$ cat config.mk
export PLATFORM = sky130hd
export DESIGN_NAME = tick_scheduler
export DESIGN_NICKNAME = d
export VERILOG_FILES = /design/src/rtl/tick_pkg.sv /design/src/rtl/tick_channel.sv /design/src/rtl/tick_scheduler.sv
export SDC_FILE = /design/constraint.sdc
export NUM_CORES = 1
export LEC_CHECK = 0
export CAP_MARGIN = 10
export CORE_UTILIZATION = 48
export DETAILED_ROUTE_END_ITERATION = 8
export MAX_ROUTING_LAYER = met4
export PLACE_DENSITY = 0.65
export RECOVER_POWER = 25
export SLEW_MARGIN = 20
export SYNTH_ARGS = -nofsm -noshare
export SYNTH_HDL_FRONTEND = slang
export SYNTH_HIERARCHICAL = 1
export SYNTH_SLANG_ARGS = --single-unit
export TNS_END_PERCENT = 1
$ cat constraint.sdc
create_clock -name CLK -period 9.2 [get_ports CLK]
set_input_delay 1.84 -clock CLK [delete_from_list [all_inputs] [get_ports CLK]]
set_output_delay 1.84 -clock CLK [all_outputs]
set_load 0.01 [all_outputs]
$ cat src/rtl/tick_pkg.sv
// Shared types and helpers for the tick scheduler: FSM state encoding and period normalisation.
package tick_pkg;

  typedef enum logic {ST_IDLE, ST_RUN} state_t;

  // A programmed period of 0 behaves as 1 (tick on every base tick).
  function automatic int unsigned period_eff(input int unsigned period);
    return (period == 0) ? 1 : period;
  endfunction

endpackage

$ cat src/rtl/tick_channel.sv
// One programmable tick channel: counts base-tick wraps and emits a one-cycle tick per period.
module tick_channel
  import tick_pkg::*;
#(
  parameter int PER_W = 8
) (
  input  logic             clk,
  input  logic             reset,
  input  logic             clear,
  input  logic             wrap,
  input  logic             load,
  input  logic             cfg_en,
  input  logic [PER_W-1:0] cfg_period,
  output logic             tick
);

  logic             en;
  logic [PER_W-1:0] period;
  logic [PER_W-1:0] count;

  // A config load takes priority over a coincident wrap, so that wrap's tick is dropped.
  always_ff @(posedge clk) begin
    if (reset) begin
      en     <= 1'b0;
      period <= PER_W'(1);
      count  <= '0;
      tick   <= 1'b0;
    end else begin
      tick <= 1'b0;
      if (load) begin
        en     <= cfg_en;
        period <= PER_W'(period_eff(32'(cfg_period)));
        count  <= '0;
      end else if (clear) begin
        count <= '0;
      end else if (wrap && en) begin
        if (count == period - PER_W'(1)) begin
          count <= '0;
          tick  <= 1'b1;
        end else begin
          count <= count + PER_W'(1);
        end
      end
    end
  end

endmodule

$ cat src/rtl/tick_scheduler.sv
// Shared prescaler, run/stop FSM and config handshake driving N_CH tick channels on CLK.
module tick_scheduler
  import tick_pkg::*;
#(
  parameter int PRESCALE = 4194304,
  parameter int N_CH     = 4,
  parameter int PER_W    = 8,
  localparam int CH_W    = (N_CH > 1) ? $clog2(N_CH) : 1
) (
  input  logic             CLK,
  input  logic             RESET,
  input  logic             run,
  input  logic             cfg_valid,
  output logic             cfg_ready,
  input  logic [CH_W-1:0]  cfg_ch,
  input  logic             cfg_en,
  input  logic [PER_W-1:0] cfg_period,
  output logic             base_tick,
  output logic [N_CH-1:0]  tick,
  output logic             running
);

  localparam int PS_W = $clog2(PRESCALE);

  state_t          state;
  state_t          state_d;
  logic [PS_W-1:0] presc;
  logic            wrap;
  logic            stay_run;
  logic            accept;

  always_ff @(posedge CLK) begin
    if (RESET) state <= ST_IDLE;
    else       state <= state_d;
  end

  always_comb begin
    state_d = state;
    case (state)
      ST_IDLE: if (run)  state_d = ST_RUN;
      ST_RUN:  if (!run) state_d = ST_IDLE;
      default: state_d = ST_IDLE;
    endcase
  end

  assign running  = (state == ST_RUN);
  assign stay_run = (state == ST_RUN) && (state_d == ST_RUN);
  // A wrap in the cycle that leaves RUN is discarded along with the counts.
  assign wrap     = stay_run && (presc == PS_W'(PRESCALE - 1));
  assign accept   = cfg_valid && cfg_ready;

  always_ff @(posedge CLK) begin
    if (RESET) begin
      presc     <= '0;
      base_tick <= 1'b0;
      cfg_ready <= 1'b0;
    end else begin
      base_tick <= wrap;
      cfg_ready <= !accept;
      if (!stay_run || wrap) presc <= '0;
      else                   presc <= presc + PS_W'(1);
    end
  end

  for (genvar i = 0; i < N_CH; i++) begin : g_ch
    tick_channel #(.PER_W(PER_W)) u_ch (
      .clk        (CLK),
      .reset      (RESET),
      .clear      (!stay_run),
      .wrap       (wrap),
      .load       (accept && (cfg_ch == CH_W'(i))),
      .cfg_en     (cfg_en),
      .cfg_period (cfg_period),
      .tick       (tick[i])
    );
  end

endmodule

# Yosys cells after proc, flatten, opt, wreduce, memory -nomap -nowiden
# Cells that the tools add are included.
# totals
out_inout_bits	7
rom_bits	0
input_bits	15
regBits	97
ram_bits	0
memories	0
latchBits	0
# classes
order_cmp	0
n_mul	0
n_shift	0
eq_ne	8
div	0
n_addsub	9
mux	10
bitwise_logic	5
n_reduce_logical	25
# op_table
op	count
two-way mux 8 bit	5
adder 8 x 1 -> 8 bit (second input constant)	4
== test 8 bit	4
subtractor 8 x 1 -> 8 bit (second input constant)	4
adder 22 x 1 -> 22 bit (second input constant)	1
== test 22 bit (second input constant)	1
OR reduction 4 bit	4
OR reduction 3 bit	4
logical AND 1 bit	11
logical NOT 8 bit	1
two-way mux 1 bit	5
inverter 1 bit	5
== test 2 bit (second input constant)	2
== test 2 x 1 -> 1 bit (second input constant)	1
logical NOT 1 bit	2
logical NOT 2 bit	1
OR reduction 2 bit	1
logical OR 1 bit	1

# Logic depth before layout (Yosys ltp)
# Gate-level depths: netlist (run 1).
# logic_depth
word_depth	6
mapped_depth	12

# By module
# The synthesis (run 1) kept the hierarchy.
# modules_own_cells
mod	area_per_inst_um2	cells_each	n_inst
tick_channel at g_ch[0].u_ch ...	1026.0	118	3
tick_channel at g_ch[1].u_ch	1136.1	129	1
tick_scheduler	1114.8	131	1

# Least setup slack after synthesis (run 1)
# Ideal clock, no wire load.
# synth_path
path_type	in2reg
start	in run
end	reg g_ch[1].u_ch.count[7]
n_path_buf	0
slack_ns	6.096
arrival_time_ns	2.987
path_stages	7
required_ns	9.082
setup_time_ns	0.118
path_cell_list	nand2_1 nor2_1 nand2_1 nor3_1 nand3_1 xor2_1 nor3_2
# synth_between
elab_chain_cells	4
word_cells_on_any_way	6
cone_classes	mux (1); bitwise (1); reduce/logical (4)
# synth_lines
element	line_no	text
from (decl)	tick_scheduler.sv:12	input logic run,
two-way mux 1 bit	tick_scheduler.sv:40, tick_scheduler.sv:41	
logical AND 1 bit	tick_scheduler.sv:47	assign stay_run = (state == ST_RUN) && (state_d == ST_RUN);
logical AND 1 bit	tick_scheduler.sv:49	assign wrap = stay_run && (presc == PS_W'(PRESCALE - 1));
via wrap	tick_scheduler.sv:28	logic wrap;
logical AND 1 bit	tick_channel.sv:36	end else if (wrap && en) begin
to (signal assigned)	tick_channel.sv:41	count <= count + PER_W'(1);
to (decl)	tick_channel.sv:19	logic [PER_W-1:0] count;
# The timed path passes the listed nets, and every way through them passes these cells.
# A chain may end at the register's enable or synchronous reset.

# Worst setup path in the final report (run 1)
# layout_path
start	in RESET
end	reg presc[7]
# layout_between
elab_chain_cells	1
# layout_lines
element	line_no	text
from (decl)	tick_scheduler.sv:11	input logic RESET,
OR reduction 2 bit (no line)	--	
to (signal assigned)	tick_scheduler.sv:61	else presc <= presc + PS_W'(1);
to (decl)	tick_scheduler.sv:27	logic [PS_W-1:0] presc;
# No other way between the ends.

==> results.sh, run 1 <==
export IMPL_ys_seq_area_frac=0.3644
export IMPL_setup_violations=0
export IMPL_ctsResizeCount=0
export IMPL_synth_top_area_frac=0.3644
export IMPL_synth_xor_area_frac=0.1338
export IMPL_ys_async_sr_fraction=0
export IMPL_synth_commonest_cells="97 x dfxtp_1, 74 x nor2_1, 55 x nand2_1"
export IMPL_grt_pass1_wl_mm=18.93
export IMPL_ys_flop_type="dfxtp_1"
export IMPL_slew_limit_headroom=-0.1857
export IMPL_yosysWarnings=6
export IMPL_power_clock_fraction=0.377
export IMPL_rsz0062_at_grt="false"
export IMPL_cts_buffers=9
export IMPL_cts_root_buf="clkbuf_8"
export IMPL_syn_inst=614
export IMPL_start_util=0.4916
export IMPL_p_per_area_nw_per_um2=136.6
export IMPL_fp_row_count=38
export IMPL_fmax_ghz=0.2330
export IMPL_switching_share=0.2390
export IMPL_htree_levels=3
export IMPL_clk_pin_slew_ns=0.09
export IMPL_yosys_area_share_simple=0.2841
export IMPL_yosys_area_share_adder=0.02113
export IMPL_path_common_cell="nor2_1"
export IMPL_critical_path_max_stage_delay_ns=1.27
export IMPL_synth_area_leader_cell="dfxtp_1"
export IMPL_pwr_share_comb=0.081
export IMPL_antenna_found_initial=0
export IMPL_vias=4257
export IMPL_fin_crit_sh=0.4666
export IMPL_first_iter_violations=202
export IMPL_dieArea_um2=11530
export IMPL_synth_seq_cells=97
export IMPL_critPathMaxFanout=44
export IMPL_synth_top_family_by_area="simple AND/OR/NAND/NOR gates"
export IMPL_die_h_um=107.4
export IMPL_syn_num_nets=638
export IMPL_die_x_um=107.4
export IMPL_synth_edf_count=0
export IMPL_hold_class="reg -> reg"
export IMPL_place_gp_congestion=0.8511
export IMPL_gr_max_usage_layer="met2"
export IMPL_synth_compound_area_frac=0.08875
export IMPL_ioPinCount=22
export IMPL_dr_pass1_iters=4
export IMPL_syn_avg_cell_area_um2=8.679
export IMPL_dp_hpwl_mm=8.018
export IMPL_post_synth_top_count_cell="dfxtp_1"
export IMPL_io_buffers=21
export IMPL_required_ns=9.43
export IMPL_grtUsageMet3=0.02663
export IMPL_fin_crit_ns=4.292
export IMPL_drv_slew=45
export IMPL_endpoint_kind="flip-flop"
export IMPL_finalHoldViolCount=0
export IMPL_leakage_nw=1.893
export IMPL_drive_above_1_share=0.08173
export IMPL_grt_use_met1=0.2603
export IMPL_p_int_uw=602.1
export IMPL_critPathSlowestCell="clkbuf_1"
export IMPL_path_cells="dlygate4sd3_1 > clkbuf_1 > nor2_1 > o21ai_2 > nor2_1"
export IMPL_startpoint_type="primary input"
export IMPL_overflow=0
export IMPL_ys_top_cells_by_area="dfxtp_1 36%, mux2i_1 6.4%, xor2_1 6.2%"
export IMPL_core_um2=10840
export IMPL_crit_arrival_ns=4.52
export IMPL_holdBufCountCts=0
export IMPL_worstMarginPinSlew_ns=1.779
export IMPL_grt_usage=0.2119
export IMPL_p_total_uw=791.2
export IMPL_totalWireLength_mm=11.09
export IMPL_n_antenna_cell=0
export IMPL_insertion_delay_ns=0.36
export IMPL_skew_ns=0.008652
export IMPL_status="finished with violations"
export IMPL_grt_use_met2=0.3594
export IMPL_routedWlPerCell_um=14.51
export IMPL_path_class="in -> reg"
export IMPL_p_switching_uw=189.0
export IMPL_finalSetupTns_ns=0
export IMPL_nets=644
export IMPL_routed_via_density=5.572
export IMPL_violations="max-capacitance violations, max-slew violations"
export IMPL_clock_sinks=97
export IMPL_grt_pass1_vias=4100
export IMPL_power_frac_seq=0.542
export IMPL_drc=0
export IMPL_ctsLongestPathBuffers=2
export IMPL_drv_cap=1
export IMPL_nFillCells=1006
export IMPL_postCtsSetupRepairBufs=0
export IMPL_grt_max_degree=45
export IMPL_netlist_area_um2=5329
export IMPL_antenna_left=0
export IMPL_synthToLayoutAreaGrowth_pct=8.711
export IMPL_irDropWorstVdd_uv=82.87
export IMPL_synthMuxAreaShare=0.06386
export IMPL_synth_distinct_cells=55
export IMPL_cts_tree="built"
-- worst max-delay path: cells and delay by family --
| kind | cells | cell delay (ns) |
|---|---|---|
| compound gates | 1 | 0.39 |
| buf+inv | 2 | 1.79 |
| simple gates | 2 | 0.49 |
-- cells in the final DEF (no fill, tap or decap), types with 11 or more instances in the layout --
master	instances
nor4_1	14
a21oi_1	19
nor2_1	74
nand2_1	55
or3_1	11
nor3_1	32
xnor2_1	36
dfxtp_1	97
mux2i_1	34
nand4_1	21
nand3_1	14
xor2_1	38
clkdlybuf4s50_1	19
inv_1	20
-- state kept, by name, indices dropped and copies added (netlist names) --
name              count
base_tick             1
running               1
g_ch.u_ch/en          4
g_ch.u_ch/period     32
cfg_ready             1
g_ch.u_ch/count      32
presc                22
g_ch.u_ch/tick        4
-- routing by layer --
metal | share of wire | up-vias
li1 | - | 2163
met1 | 0.47 | 2016
met2 | 0.49 | 66
met3 | 0.030 | 12
met4 | 0.010 | 0
met5 | 0 | -
-- power groups by stage --
stage	Combinational [mW]	Clock, mW	Sequential [mW]
after floorplan	0.0431	0	0.437
after global placement	0.0622	0	0.439
after detailed placement	0.0633	0	0.439
after CTS	0.0641	0.306	0.429
after global routing	0.0704	0.320	0.430
final	0.0640	0.298	0.429
-- stage by stage --
| stage | hold WS, ns | util | cell area (um^2) | std cells | setup slack, ns |
|---|---|---|---|---|---|
| 6_report | 0.4833 | 0.5344 | 5793 | 764 | 4.908 |
| 3_5_place_dp | 0.4601 | 0.5155 | 5588 | 749 | 5.001 |
| 5_1_grt | 0.5201 | 0.5344 | 5793 | 764 | 4.565 |
| 2_1_floorplan | 0.4370 | - | 5329 | 614 | 6.096 |
| 4_1_cts | 0.4829 | 0.5347 | 5797 | 764 | 5.390 |
| 3_3_place_gp | 0.4528 | 0.5155 | 5588 | 749 | 5.093 |
-- logic make-up (layout without fill, tap and decap cells) --
kind of cell / count (synthesis) / in the layout
AND/OR/NAND/NOR: 284 / 284
XOR/XNOR: 78 / 78
AO/OA/AOI/OAI: 63 / 63
multiplexers: 34 / 34
flip-flops: 97 / 97
buffers and inverters: 49 / 59
adder cells (fa/ha/maj): 9 / 9
-- path summary, 6_finish.rpt --
path | startpoint | end | slack [ns] | cells after the start
max reg2reg | presc[4]$_SDFF_PP0_ | g_ch[1].u_ch/count[7]$_SDFFE_PP0P_ | 5.53 | 9
min reg2reg | presc[0]$_SDFF_PP0_ | presc[0]$_SDFF_PP0_ | 0.48 | 1
max | RESET | presc[7]$_SDFF_PP0_ | 4.91 | 5
min | presc[0]$_SDFF_PP0_ | presc[0]$_SDFF_PP0_ | 0.48 | 1
-- area by class of cell --
type,instances,area (um^2),share of cell area
multi-input cells,468,3163,0.5460
flip-flops and latches,97,1942,0.3352
repair buffers,24,229.0,0.03952
well taps,140,175.2,0.03024
clock buffers,10,127.6,0.02203
clock inverters,5,81.33,0.01404
inverters,20,75.07,0.01296
No activity file was read; power rests on OpenSTA's default activity.
==> run 2, diff against run 1 <==
==> constraint.sdc (replaced) <==
create_clock -name CLK -period 4.5 [get_ports CLK]
set_input_delay 0.9 -clock CLK [delete_from_list [all_inputs] [get_ports CLK]]
set_output_delay 0.9 -clock CLK [all_outputs]
set_load 0.01 [all_outputs]
==> results.sh, run 2 (synthesis gave the netlist of run 1 again) <==
export IMPL_start_util=0.4916
export IMPL_core_um2=10840
export IMPL_dr_pass1_iters=4
export IMPL_pwr_share_comb=0.082
export IMPL_grt_pass1_vias=4063
export IMPL_nets=646
export IMPL_p_int_mw=1.235
export IMPL_fin_crit_ns=3.610
export IMPL_clk_pin_slew_ns=0.08
export IMPL_ctsResizeCount=0
export IMPL_r2r_end="g_ch[1].u_ch/count[7]$_SDFFE_PP0P_"
export IMPL_whs_ns=0.4805
export IMPL_antenna_left=0
export IMPL_hold_end="presc[0]$_SDFF_PP0_"
export IMPL_switching_share=0.2338
export IMPL_required_ns=4.75
export IMPL_nFillCells=1028
export IMPL_drv_cap=1
export IMPL_dp_hpwl_mm=7.914
export IMPL_n_antenna_cell=0
export IMPL_slew_limit_headroom=-0.1457
export IMPL_wl_met2_mm=5.246
export IMPL_r2r_start="presc[4]$_SDFF_PP0_"
export IMPL_routedWlPerCell_um=14.36
export IMPL_met1_length_mm=5.229
export IMPL_hold_class="reg -> reg"
export IMPL_routed_via_density=5.564
export IMPL_r2r_cells=9
export IMPL_htree_levels=3
export IMPL_layout_commonest_cell="dfxtp_1"
export IMPL_fmax_ghz=0.2770
export IMPL_grt_pass1_wl_mm=18.80
export IMPL_crit_arrival_ns=3.86
export IMPL_cts_root_buf="clkbuf_8"
export IMPL_die_x_um=107.4
export IMPL_skew_ns=0.01027
export IMPL_cts_tree="built"
export IMPL_die_h_um=107.4
export IMPL_setup_violations=0
export IMPL_worstMarginPinSlew_ns=1.719
export IMPL_holdCritStartpoint="presc[0]$_SDFF_PP0_"
export IMPL_antenna_found_initial=0
export IMPL_path_class="reg -> reg"
export IMPL_layout_common_cells="97 x dfxtp_1, 74 x nor2_1, 55 x nand2_1"
export IMPL_top_layer="met4"
export IMPL_violations="max-capacitance violations, max-slew violations"
export IMPL_dieArea_um2=11530
export IMPL_holdBufCountCts=0
export IMPL_final_util=0.5359
export IMPL_drv_slew=42
export IMPL_status="finished with violations"
export IMPL_power_frac_seq=0.544
export IMPL_ctsLongestPathBuffers=2
export IMPL_p_per_area_nw_per_um2=277.4
export IMPL_critPathMaxFanout=11
export IMPL_drc=0
export IMPL_first_iter_violations=246
export IMPL_io_buffers=21
export IMPL_overflow=0
export IMPL_rrSetupSlack_ns=0.89
export IMPL_drive_above_1_share=0.08466
export IMPL_totalWireLength_mm=11.00
export IMPL_wl_met3_um=315
export IMPL_p_switching_uw=376.7
export IMPL_power_clock_fraction=0.374
export IMPL_endpoint_kind="flip-flop"
export IMPL_hold_depth=1
export IMPL_top_regs="g_ch.u_ch/count (32), g_ch.u_ch/period (32), presc (22)"
export IMPL_ioPinCount=22
export IMPL_vias=4262
export IMPL_cts_buffers=9
export IMPL_insertion_delay_ns=0.38
export IMPL_startpoint_type="flip-flop"
export IMPL_clock_sinks=97
export IMPL_finalHoldViolCount=0
export IMPL_grt_usage=0.2108
export IMPL_postCtsSetupRepairBufs=0
export IMPL_design_area_um2=5809
export IMPL_postPlaceCellArea_um2=5603
export IMPL_place_gp_congestion=0.8182
export IMPL_fp_row_count=38
export IMPL_leakage_nw=1.905
export IMPL_grt_max_degree=42
export IMPL_synthToLayoutAreaGrowth_pct=9.016
export IMPL_irDropWorstVdd_uv=186.4
export IMPL_finalSetupTns_ns=0
export IMPL_rsz0062_at_grt="false"
export IMPL_fin_crit_sh=0.8023
[run 2: cell types whose count changed in the layout (fill, tap and decap cells not counted), sizes merged]
cell,before,now
bufinv,2,1
buf,2,3
clkbuf,11,15
clkinv,2,1
dlygate4sd3,2,1
clkinvlp,1,0
clkdlybuf4s50,19,20
[run 2: through the flow]
| stage | cells | power, mW | worst slack [ns] |
|---|---|---|---|
| 6_report | 766 | 1.611 | 0.8896 |
| 5_1_grt | 766 | 1.679 | 0.5579 |
| 4_1_cts | 766 | 1.631 | 0.8797 |
| 3_5_place_dp | 751 | 1.028 | 0.9079 |
| 3_3_place_gp | 751 | 1.024 | 1.029 |
| 2_1_floorplan | 614 | 0.9824 | 1.611 |
[run 2: per-layer routing]
layer | up-vias | track usage
li1 | 2177 | -
met3 | 16 | 0.03269
met2 | 67 | 0.3401
met1 | 2002 | 0.2624
met4 | 0 | 0.09002
met5 | - | -
[run 2: how the worst max path moves through the flow]
stage / slack (ns) / endpoint / start
final: 0.89 / g_ch[1].u_ch/count[7]$_SDFFE_PP0P_ / presc[4]$_SDFF_PP0_
after global routing: 0.56 / g_ch[1].u_ch/count[7]$_SDFFE_PP0P_ / presc[4]$_SDFF_PP0_
after CTS: 0.88 / g_ch[1].u_ch/count[7]$_SDFFE_PP0P_ / presc[4]$_SDFF_PP0_
after detailed placement: 0.91 / g_ch[1].u_ch/count[7]$_SDFFE_PP0P_ / presc[4]$_SDFF_PP0_
after global placement: 1.03 / g_ch[1].u_ch/count[7]$_SDFFE_PP0P_ / presc[4]$_SDFF_PP0_
after floorplan: 1.61 / g_ch[1].u_ch/count[7]$_SDFFE_PP0P_ / presc[0]$_SDFF_PP0_
[run 2: layout make-up]
class                           count  area [um^2]  area share
Timing Repair Buffer               26        240.2     0.04135
Tap cell                          140        175.2     0.03015
Clock buffer                       13        178.9     0.03080
Clock inverter                      2        35.03    0.006031
Multi-Input combinational cell    468         3163      0.5445
Sequential cell                    97         1942      0.3343
Inverter                           20        75.07     0.01292
[run 2: critical path, stage by stage (launching register included)]
cell and delay [ns]:
dfxtp_1 0.41, nand4_1 0.35, or4_1 0.73, or3_1 0.43, nor2_1 0.56, nand2_1 0.27, nor3_1 0.35, nand3_1 0.14
xor2_1 0.20, nor3_2 0.05
[run 2: power groups by stage]
stage	Combinational (mW)	Clock [mW]	Sequential [mW]
2_1_floorplan	0.0882	0	0.894
3_3_place_gp	0.127	0	0.897
3_5_place_dp	0.131	0	0.897
4_1_cts	0.132	0.622	0.877
5_1_grt	0.144	0.656	0.879
6_report	0.132	0.603	0.877
==> run 3, diff against run 2 <==
--- a/config.mk
+++ b/config.mk
@@ -9,7 +9,7 @@
 export CORE_UTILIZATION = 48
 export DETAILED_ROUTE_END_ITERATION = 8
 export MAX_ROUTING_LAYER = met4
-export PLACE_DENSITY = 0.65
+export PLACE_DENSITY = 0.68
 export RECOVER_POWER = 25
 export SLEW_MARGIN = 20
 export SYNTH_ARGS = -nofsm -noshare
==> constraint.sdc (replaced) <==
create_clock -name CLK -period 2.9 [get_ports CLK]
set_input_delay 0.58 -clock CLK [delete_from_list [all_inputs] [get_ports CLK]]
set_output_delay 0.58 -clock CLK [all_outputs]
set_load 0.01 [all_outputs]
==> results.sh, run 3 (synthesis gave the netlist of run 1 again) <==
export IMPL_dieArea_um2=11530
export IMPL_path_class="reg -> reg"
export IMPL_dr_pass1_iters=6
export IMPL_fmax_ghz=0.3625
export IMPL_finalSetupTns_ns=0
export IMPL_rrSetupSlack_ns=0.14
export IMPL_routedWlPerCell_um=14.61
export IMPL_grt_pass1_vias=4139
export IMPL_clk_pin_slew_ns=0.10
export IMPL_r2r_start="presc[0]$_SDFF_PP0_"
export IMPL_die_h_um=107.4
export IMPL_startpoint_type="flip-flop"
export IMPL_critPathLaunch="presc[0]$_SDFF_PP0_"
export IMPL_final_util=0.5407
export IMPL_antenna_left=0
export IMPL_slew_limit_headroom=0.4605
export IMPL_required_ns=3.20
export IMPL_endpoint_kind="flip-flop"
export IMPL_finalNonFillerCells=774
export IMPL_ioPinCount=22
export IMPL_clock_sinks=97
export IMPL_layout_common_cells="95 x dfxtp_1, 73 x nor2_1, 55 x nand2_1"
export IMPL_leakage_nw=1.917
export IMPL_hold_class="reg -> reg"
export IMPL_cts_buffers=9
export IMPL_nFillCells=1016
export IMPL_grt_max_degree=19
export IMPL_p_total_mw=2.445
export IMPL_drive_above_1_share=0.1073
export IMPL_rsz0062_at_grt="false"
export IMPL_io_buffers=21
export IMPL_setup_ws_ns=0.1410
export IMPL_synthToLayoutAreaGrowth_pct=10.00
export IMPL_finalHoldViolCount=0
export IMPL_pre_cts_slack_ns=0.009919
export IMPL_vias=4367
export IMPL_fp_row_count=38
export IMPL_insertion_delay_ns=0.37
export IMPL_drc=1
export IMPL_hold_depth=1
export IMPL_ctsLongestPathBuffers=2
export IMPL_r2r_end="g_ch[3].u_ch/count[7]$_SDFFE_PP0P_"
export IMPL_setup_violations=0
export IMPL_top_regs="g_ch.u_ch/count (32), g_ch.u_ch/period (32), presc (22)"
export IMPL_first_iter_violations=227
export IMPL_antenna_found_initial=0
export IMPL_fin_crit_ns=2.759
export IMPL_hold_end="presc[0]$_SDFF_PP0_"
export IMPL_grt_usage=0.2127
export IMPL_n_antenna_cell=0
export IMPL_violations="design-rule violations"
export IMPL_totalWireLength_mm=11.31
export IMPL_grt_pass1_wl_mm=18.90
export IMPL_drv_cap=0
export IMPL_place_gp_congestion=0.8749
export IMPL_cts_tree="built"
export IMPL_routed_via_density=5.642
export IMPL_drv_slew=0
export IMPL_postCtsSetupRepairBufs=0
export IMPL_p_per_area_nw_per_um2=417.1
export IMPL_nets=653
export IMPL_cts_root_buf="clkbuf_8"
export IMPL_htree_levels=3
export IMPL_start_util=0.4916
export IMPL_irDropWorstVdd_uv=339.3
export IMPL_dp_cells=758
export IMPL_die_x_um=107.4
export IMPL_r2r_cells=11
export IMPL_crit_arrival_ns=3.05
export IMPL_overflow=0
export IMPL_critPathMaxFanout=8
export IMPL_core_um2=10840
export IMPL_fin_crit_sh=0.9514
export IMPL_holdCritStartpoint="presc[0]$_SDFF_PP0_"
export IMPL_worstMarginPinSlew_ns=0.8093
export IMPL_skew_ns=0.01257
export IMPL_layout_commonest_cell="dfxtp_1"
export IMPL_dp_hpwl_mm=8.323
export IMPL_status="finished with violations"
## run 3: changes by cell type in the layout (fill, tap and decap cells not counted), moves of 2 or more
cell and change:
nor3_2 -2, clkinvlp_4 +3, buf_4 +5, and2_4 +3, and2_1 -3, clkbuf_8 -4
nor3_1 +2, dfxtp_1 -2
## run 3: repair_timing
item | CTS | global route
gates resized for setup | 1 | 11
setup endpoints to repair | 1 | 12
hold buffers | 0 | 0
pin swaps | 0 | 1
## run 3: per-layer routing
layer / up-vias / global-route usage / share of wire
met5: - / - / 0
met2: 78 / 0.3576 / 0.49
met1: 2095 / 0.2558 / 0.46
met4: 0 / 0.04599 / 0.0080
li1: 2186 / - / -
met3: 8 / 0.05630 / 0.039
## run 3: power breakdown
| group | total (mW) | internal, mW | switching (mW) | leakage (nW) |
|---|---|---|---|---|
| registers | 1.36 | 1.34 | 0.0177 | 0.784 |
| logic | 0.203 | 0.0854 | 0.118 | 1.04 |
| clock network | 0.881 | 0.397 | 0.485 | 0.0912 |
| total | 2.44 | 1.82 | 0.620 | 1.92 |
## run 3: stage by stage
stage                     instance area [um^2]  hold slack (ns)
after detailed placement                  5655           0.4696
after floorplan                           5329           0.4370
after CTS                                 5853           0.4948
after global placement                    5655           0.4524
final                                     5862           0.4458
after global routing                      5862           0.4564
## run 3: cell type report
| cell class | count | area (um^2) | area share |
|---|---|---|---|
| Multi-Input combinational cell | 468 | 3177 | 0.5419 |
| Sequential cell | 97 | 1947 | 0.3321 |
| Timing Repair Buffer | 33 | 292.8 | 0.04995 |
| Tap cell | 140 | 175.2 | 0.02988 |
| Clock buffer | 9 | 123.9 | 0.02113 |
| Inverter | 20 | 75.07 | 0.01281 |
| Clock inverter | 7 | 71.32 | 0.01217 |
## run 3: how the worst max path moves through the flow
stage / end / slack, ns / depth (start not counted)
CTS: g_ch[3].u_ch/count[7]$_SDFFE_PP0P_ / 0.002 / 11
detailed placement: g_ch[3].u_ch/count[7]$_SDFFE_PP0P_ / 0.01 / 11
floorplan: g_ch[1].u_ch/count[7]$_SDFFE_PP0P_ / 0.01 / 11
global placement: g_ch[3].u_ch/count[7]$_SDFFE_PP0P_ / 0.14 / 11
finish: g_ch[3].u_ch/count[7]$_SDFFE_PP0P_ / 0.14 / 11
global route: g_ch[3].u_ch/count[7]$_SDFFE_PP0P_ / 0.007 / 11
## run 3: critical path, stage by stage (launching register included)
cell and delay, ns:
dfxtp_4 0.37, ha_2 0.20, nand3_2 0.09, or4_4 0.55, or3_4 0.39, nor2_2 0.10
buf_6 0.15, and2_4 0.17, and4_4 0.23, nand3_1 0.09, xor2_1 0.16, nor3_1 0.18
